$ cat config.mk
export PLATFORM = sky130hd
export DESIGN_NAME = branch_ctrl
export DESIGN_NICKNAME = d
export VERILOG_FILES = /design/src/rtl/branch_pkg.sv /design/src/rtl/branch_bht.sv /design/src/rtl/branch_ctrl.sv
export SDC_FILE = /design/constraint.sdc
export NUM_CORES = 1
export LEC_CHECK = 0
export CAP_MARGIN = 5
export CORE_UTILIZATION = 35
export DETAILED_ROUTE_END_ITERATION = 8
export PLACE_DENSITY = 0.6
export SKIP_LAST_GASP = 1
export SLEW_MARGIN = 5
export SYNTH_ARGS = -nofsm -noshare
export SYNTH_HDL_FRONTEND = slang
export SYNTH_HIERARCHICAL = 1
export SYNTH_SLANG_ARGS = --single-unit
export TNS_END_PERCENT = 50
$ cat constraint.sdc
create_clock -name clk -period 4.2 [get_ports clk]
set_clock_uncertainty 0.2 [all_clocks]
set_input_delay 0.84 -clock clk [delete_from_list [all_inputs] [get_ports clk]]
set_output_delay 0.84 -clock clk [all_outputs]
set_load 0.1 [all_outputs]
$ cat src/rtl/branch_pkg.sv
// rtl/branch_pkg.sv - shared types, constants and counter helper for branch_ctrl
package branch_pkg;

  typedef enum logic {
    RUN   = 1'b0,
    FLUSH = 1'b1
  } state_t;

  localparam logic [1:0] SNT       = 2'b00;
  localparam logic [1:0] WNT       = 2'b01;
  localparam logic [1:0] WT        = 2'b10;
  localparam logic [1:0] ST        = 2'b11;
  localparam logic [1:0] BHT_RESET = WNT;

  localparam logic [31:0] PC_RESET = 32'h0;

  // 2-bit saturating counter step: toward ST when taken, toward SNT otherwise.
  function automatic logic [1:0] sat2_update(input logic [1:0] ctr, input logic taken);
    logic [1:0] nxt;
    nxt = ctr;
    if (taken) begin
      if (ctr != ST) nxt = ctr + 2'b01;
    end else begin
      if (ctr != SNT) nxt = ctr - 2'b01;
    end
    return nxt;
  endfunction

endpackage

$ cat src/rtl/branch_bht.sv
// rtl/branch_bht.sv - bimodal history table, one async read port and one sync update port
module branch_bht
  import branch_pkg::*;
#(
  parameter int BHT_ENTRIES = 16,
  localparam int IDX_W = $clog2(BHT_ENTRIES)
) (
  input  logic             clk,
  input  logic             rst_n,
  input  logic [IDX_W-1:0] rd_idx,
  output logic [1:0]       rd_ctr,
  input  logic             upd_en,
  input  logic [IDX_W-1:0] upd_idx,
  input  logic             upd_taken
);

  logic [1:0] bht_q [BHT_ENTRIES];
  logic [1:0] bht_d [BHT_ENTRIES];

  // Read is straight from the flops, so an update lands on the next cycle's read.
  assign rd_ctr = bht_q[rd_idx];

  // Next-state of the table: only the trained entry moves.
  always_comb begin
    bht_d = bht_q;
    if (upd_en) bht_d[upd_idx] = sat2_update(bht_q[upd_idx], upd_taken);
  end

  // Table storage; every entry restarts weakly not-taken.
  always_ff @(posedge clk or negedge rst_n) begin
    if (!rst_n) begin
      for (int i = 0; i < BHT_ENTRIES; i++) bht_q[i] <= BHT_RESET;
    end else begin
      bht_q <= bht_d;
    end
  end

endmodule

$ cat src/rtl/branch_ctrl.sv
// rtl/branch_ctrl.sv - branch prediction, resolution, redirect/flush control and perf counters
module branch_ctrl
  import branch_pkg::*;
#(
  parameter int BHT_ENTRIES  = 16,
  parameter int FLUSH_CYCLES = 2,
  parameter int CNT_W        = 16
) (
  input  logic             clk,
  input  logic             rst_n,
  input  logic             id_valid,
  input  logic             id_is_branch,
  input  logic [31:0]      id_pc,
  output logic             pred_taken,
  input  logic             ex_valid,
  input  logic             ex_is_branch,
  input  logic             ex_is_jump,
  input  logic [31:0]      ex_pc,
  input  logic [31:0]      ex_target,
  input  logic             ex_pred_taken,
  input  logic             ex_taken,
  input  logic             stall,
  output logic             redirect,
  output logic [31:0]      redirect_pc,
  output logic             flush,
  output logic             ctrl_busy,
  output logic [CNT_W-1:0] branch_cnt,
  output logic [CNT_W-1:0] mispred_cnt
);

  localparam int IDX_W  = $clog2(BHT_ENTRIES);
  localparam int FCNT_W = $clog2(FLUSH_CYCLES + 1);
  localparam logic [FCNT_W-1:0] FCNT_LAST = FCNT_W'(FLUSH_CYCLES - 1);

  logic [IDX_W-1:0]  id_idx, ex_idx;
  logic [1:0]        id_ctr;
  logic              res, br_res, mispred, do_redirect;
  logic [31:0]       tgt;
  logic              unused_pc_bits;

  state_t            state_q, state_d;
  logic [FCNT_W-1:0] fcnt_q, fcnt_d;
  logic              redirect_q, redirect_d;
  logic [31:0]       redirect_pc_q, redirect_pc_d;
  logic              flush_q, flush_d;
  logic              busy_q, busy_d;
  logic [CNT_W-1:0]  branch_cnt_q, branch_cnt_d;
  logic [CNT_W-1:0]  mispred_cnt_q, mispred_cnt_d;

  assign id_idx         = id_pc[IDX_W+1:2];
  assign ex_idx         = ex_pc[IDX_W+1:2];
  assign unused_pc_bits = ^{id_pc[31:IDX_W+2], id_pc[1:0]};

  branch_bht #(.BHT_ENTRIES(BHT_ENTRIES)) u_bht (
    .clk       (clk),
    .rst_n     (rst_n),
    .rd_idx    (id_idx),
    .rd_ctr    (id_ctr),
    .upd_en    (br_res),
    .upd_idx   (ex_idx),
    .upd_taken (ex_taken)
  );

  assign pred_taken = id_valid & id_is_branch & id_ctr[1];

  // Resolution decode: EX is only trusted in RUN and when not frozen; jumps win over branches.
  always_comb begin
    res         = ex_valid & ~stall & (state_q == RUN);
    br_res      = res & ex_is_branch & ~ex_is_jump;
    mispred     = br_res & (ex_taken != ex_pred_taken);
    do_redirect = (res & ex_is_jump) | mispred;
    if (ex_is_jump || ex_taken) tgt = ex_target;
    else                        tgt = ex_pc + 32'd4;
  end

  // FSM next-state: a redirect opens a fixed-length flush window.
  always_comb begin
    state_d       = state_q;
    fcnt_d        = fcnt_q;
    flush_d       = flush_q;
    busy_d        = busy_q;
    redirect_d    = do_redirect;
    redirect_pc_d = do_redirect ? tgt : redirect_pc_q;
    case (state_q)
      RUN: begin
        if (do_redirect) begin
          state_d = FLUSH;
          fcnt_d  = '0;
          flush_d = 1'b1;
          busy_d  = 1'b1;
        end
      end
      FLUSH: begin
        if (fcnt_q == FCNT_LAST) begin
          state_d = RUN;
          flush_d = 1'b0;
          busy_d  = 1'b0;
        end else begin
          fcnt_d = fcnt_q + FCNT_W'(1);
        end
      end
      default: begin
        state_d = RUN;
        flush_d = 1'b0;
        busy_d  = 1'b0;
      end
    endcase
  end

  // Saturating performance counters for resolved and mispredicted branches.
  always_comb begin
    branch_cnt_d  = branch_cnt_q;
    mispred_cnt_d = mispred_cnt_q;
    if (br_res && (branch_cnt_q != '1))   branch_cnt_d  = branch_cnt_q + CNT_W'(1);
    if (mispred && (mispred_cnt_q != '1)) mispred_cnt_d = mispred_cnt_q + CNT_W'(1);
  end

  // FSM state, registered control outputs and counters.
  always_ff @(posedge clk or negedge rst_n) begin
    if (!rst_n) begin
      state_q       <= RUN;
      fcnt_q        <= '0;
      redirect_q    <= 1'b0;
      redirect_pc_q <= PC_RESET;
      flush_q       <= 1'b0;
      busy_q        <= 1'b0;
      branch_cnt_q  <= '0;
      mispred_cnt_q <= '0;
    end else begin
      state_q       <= state_d;
      fcnt_q        <= fcnt_d;
      redirect_q    <= redirect_d;
      redirect_pc_q <= redirect_pc_d;
      flush_q       <= flush_d;
      busy_q        <= busy_d;
      branch_cnt_q  <= branch_cnt_d;
      mispred_cnt_q <= mispred_cnt_d;
    end
  end

  assign redirect    = redirect_q;
  assign redirect_pc = redirect_pc_q;
  assign flush       = flush_q;
  assign ctrl_busy   = busy_q;
  assign branch_cnt  = branch_cnt_q;
  assign mispred_cnt = mispred_cnt_q;

endmodule

==> run metrics <==
Seq. cell area=2550 um^2; DRC Markers=0; most frequent cells in the layout=clkdlybuf4s50_1, dfrtp_1, nand2_1, nor2_1, o21ai_0; power share of the clock group=0.189; RSZ-0062 raised after global routing=no; Worst Hold Class=reg -> reg; Max clock buf depth=2; Finished Layout Cells=roughly 940; CTS Hold Bufs=0; fillers=around 1500; Peak Freq=254 MHz; CP Cell Sequence=clkdlybuf4s50_1, mux4_2, mux4_2, and3_1, buf_12; Worst-Skew Late Latency=between 0.3 and 0.4 ns; mapped cell area=~5800 um^2; fin crit share=0.939; Worst Setup Start Kind=input pin; max_slew headroom=0.315; slowest cell on the critical path=clkdlybuf4s50_1; Fin Setup TNS=0 ns; Most common cell on crit path=mux4_2; peak supply drop=0.000446 V; # resized after CTS=0; CP arrival=roughly 2.9 ns; Switching Share=0.497; CTS Root Cell=clkbuf_16; Multi-input gate area=around 3000 um^2; Clock Sinks=about 100; Reg clk slew, reported paths=roughly 0.060 ns; first-pass GRT wire length=between 20000 and 30000 um; final antenna-violating net count=0; Row Count=46; Crit Reg-Reg Startpoint=u_bht/bht_q[25]; initial antenna violation count=0; Slew Limit Fails=0; Setup Buffers After CTS=0; Worst Max-Slew Pin Slew=1.02 ns; port bufs=about 150; Total Wirelength=between 15000 and 20000 um; commonest non-fill, non-tap cell in the layout=clkdlybuf4s50_1; post-route cell area=about 7800 um^2; Syn Area/Cell=between 10 and 15 um^2; DR pass1 iterations=6; min cycle time layout=3.94 ns; Syn Nets=around 690; Vias/cell=around 5.4; Pleak=roughly 3.2 nW; area of the die=17100 um^2; CP Max Fanout=4; Core Region=between 15000 and 20000 um^2; Hold Path Origin=u_bht/bht_q[22]; Die Ht=between 100 and 150 um; crit-path max cell delay=0.62 ns; pwr dens=about 580 nW/um^2; Max-Cap Viols=0; IO Count=~170; Initial Util=0.362; post-place instance area=roughly 7500 um^2; Final GP Congestion=roughly 0.85; combinational share of power=0.509; status=finished, final reports clean; Setup CP Type=in -> out; Int Pwr=about 2.3 mW; synth warn=6; WL/cell=about 17 um; final setup vio count=0; H-tree Lvls=3; vias in the first global route=about 5000; Nets=824; crit path capture type=primary output; placed cell count=approximately 920; Synth Instances=slightly below 600; DR vias=5028; Psw=around 2.3 mW; part of the power in registers=0.303; layout cells sized above 1=0.113; gr usage total=0.195; DR iter-0 viols=377; Area Overhead vs Synth=33.8%; CTS tree=done; CP startpoint=id_pc[2]; Die Span X=131 um; largest net degree at the start of global routing=74; # diodes=0; Final Hold Fails=0; Worst Path Required=around 3.2 ns; post-DP HPWL=roughly 12000 um; grt ovf=0; CTS buffer count=9
==> worst paths after layout <==
kind	endpoint	slack, ns	depth (start not counted)
setup / recovery	pred_taken	0.26	5
hold / removal	u_bht/bht_q[22]	0.28	2
setup reg to reg	u_bht/bht_q[21]	1.73	5
hold reg to reg	u_bht/bht_q[22]	0.28	2
max in group asynchronous	u_bht/bht_q[14]	2.52	2
min in group asynchronous	redirect_pc[9]	0.43	1
==> critical path, delay by kind of cell <==
| family | cells | cell delay [ns] |
|---|---|---|
| simple gates | 1 | 0.22 |
| mux | 2 | 1.05 |
| buf+inv | 2 | 0.79 |
==> layout make-up <==
cell class,count,area share
clock buffers,14,0.0381
inverters,10,0.00484
repair buffers,156,0.199
multi-input cells,436,0.394
well taps,216,0.0348
flip-flops and latches,101,0.328
clock inverters,2,0.00145
==> power groups by stage <==
stage	sequential [mW]	clock, mW	combinational [mW]
4_1_cts	1.37	0.879	2.31
3_5_place_dp	1.39	0	2.31
2_1_floorplan	2.67	0	0.418
6_report	1.37	0.854	2.30
5_1_grt	1.40	0.915	2.41
3_3_place_gp	1.37	0	2.29
==> per-layer routing <==
metal	vias up	track usage	part of all wire
met5	-	0	0
met4	0	0.0805	0.019
met3	19	0.0309	0.058
met2	172	0.323	0.47
met1	2446	0.253	0.45
li1	2391	-	-
==> stage by stage <==
stage	util	total power [mW]	hold WS, ns	setup WS (ns)
4_1_cts	0.485	4.56	0.280	0.221
5_1_grt	0.485	4.72	0.297	0.171
6_report	0.485	4.53	0.279	0.257
3_5_place_dp	0.466	3.70	0.269	0.221
3_3_place_gp	0.466	3.66	0.259	0.219
2_1_floorplan	-	3.09	0.248	0.583
==> registers in the layout, summed over array words and instances (netlist names) <==
register	cells
redirect_pc	32
u_bht/bht_q	32
branch_cnt	16
mispred_cnt	16
fcnt_q	2
ctrl_busy	1
redirect	1
state_q	1
Note: power is estimated with default switching activity, not from simulation.
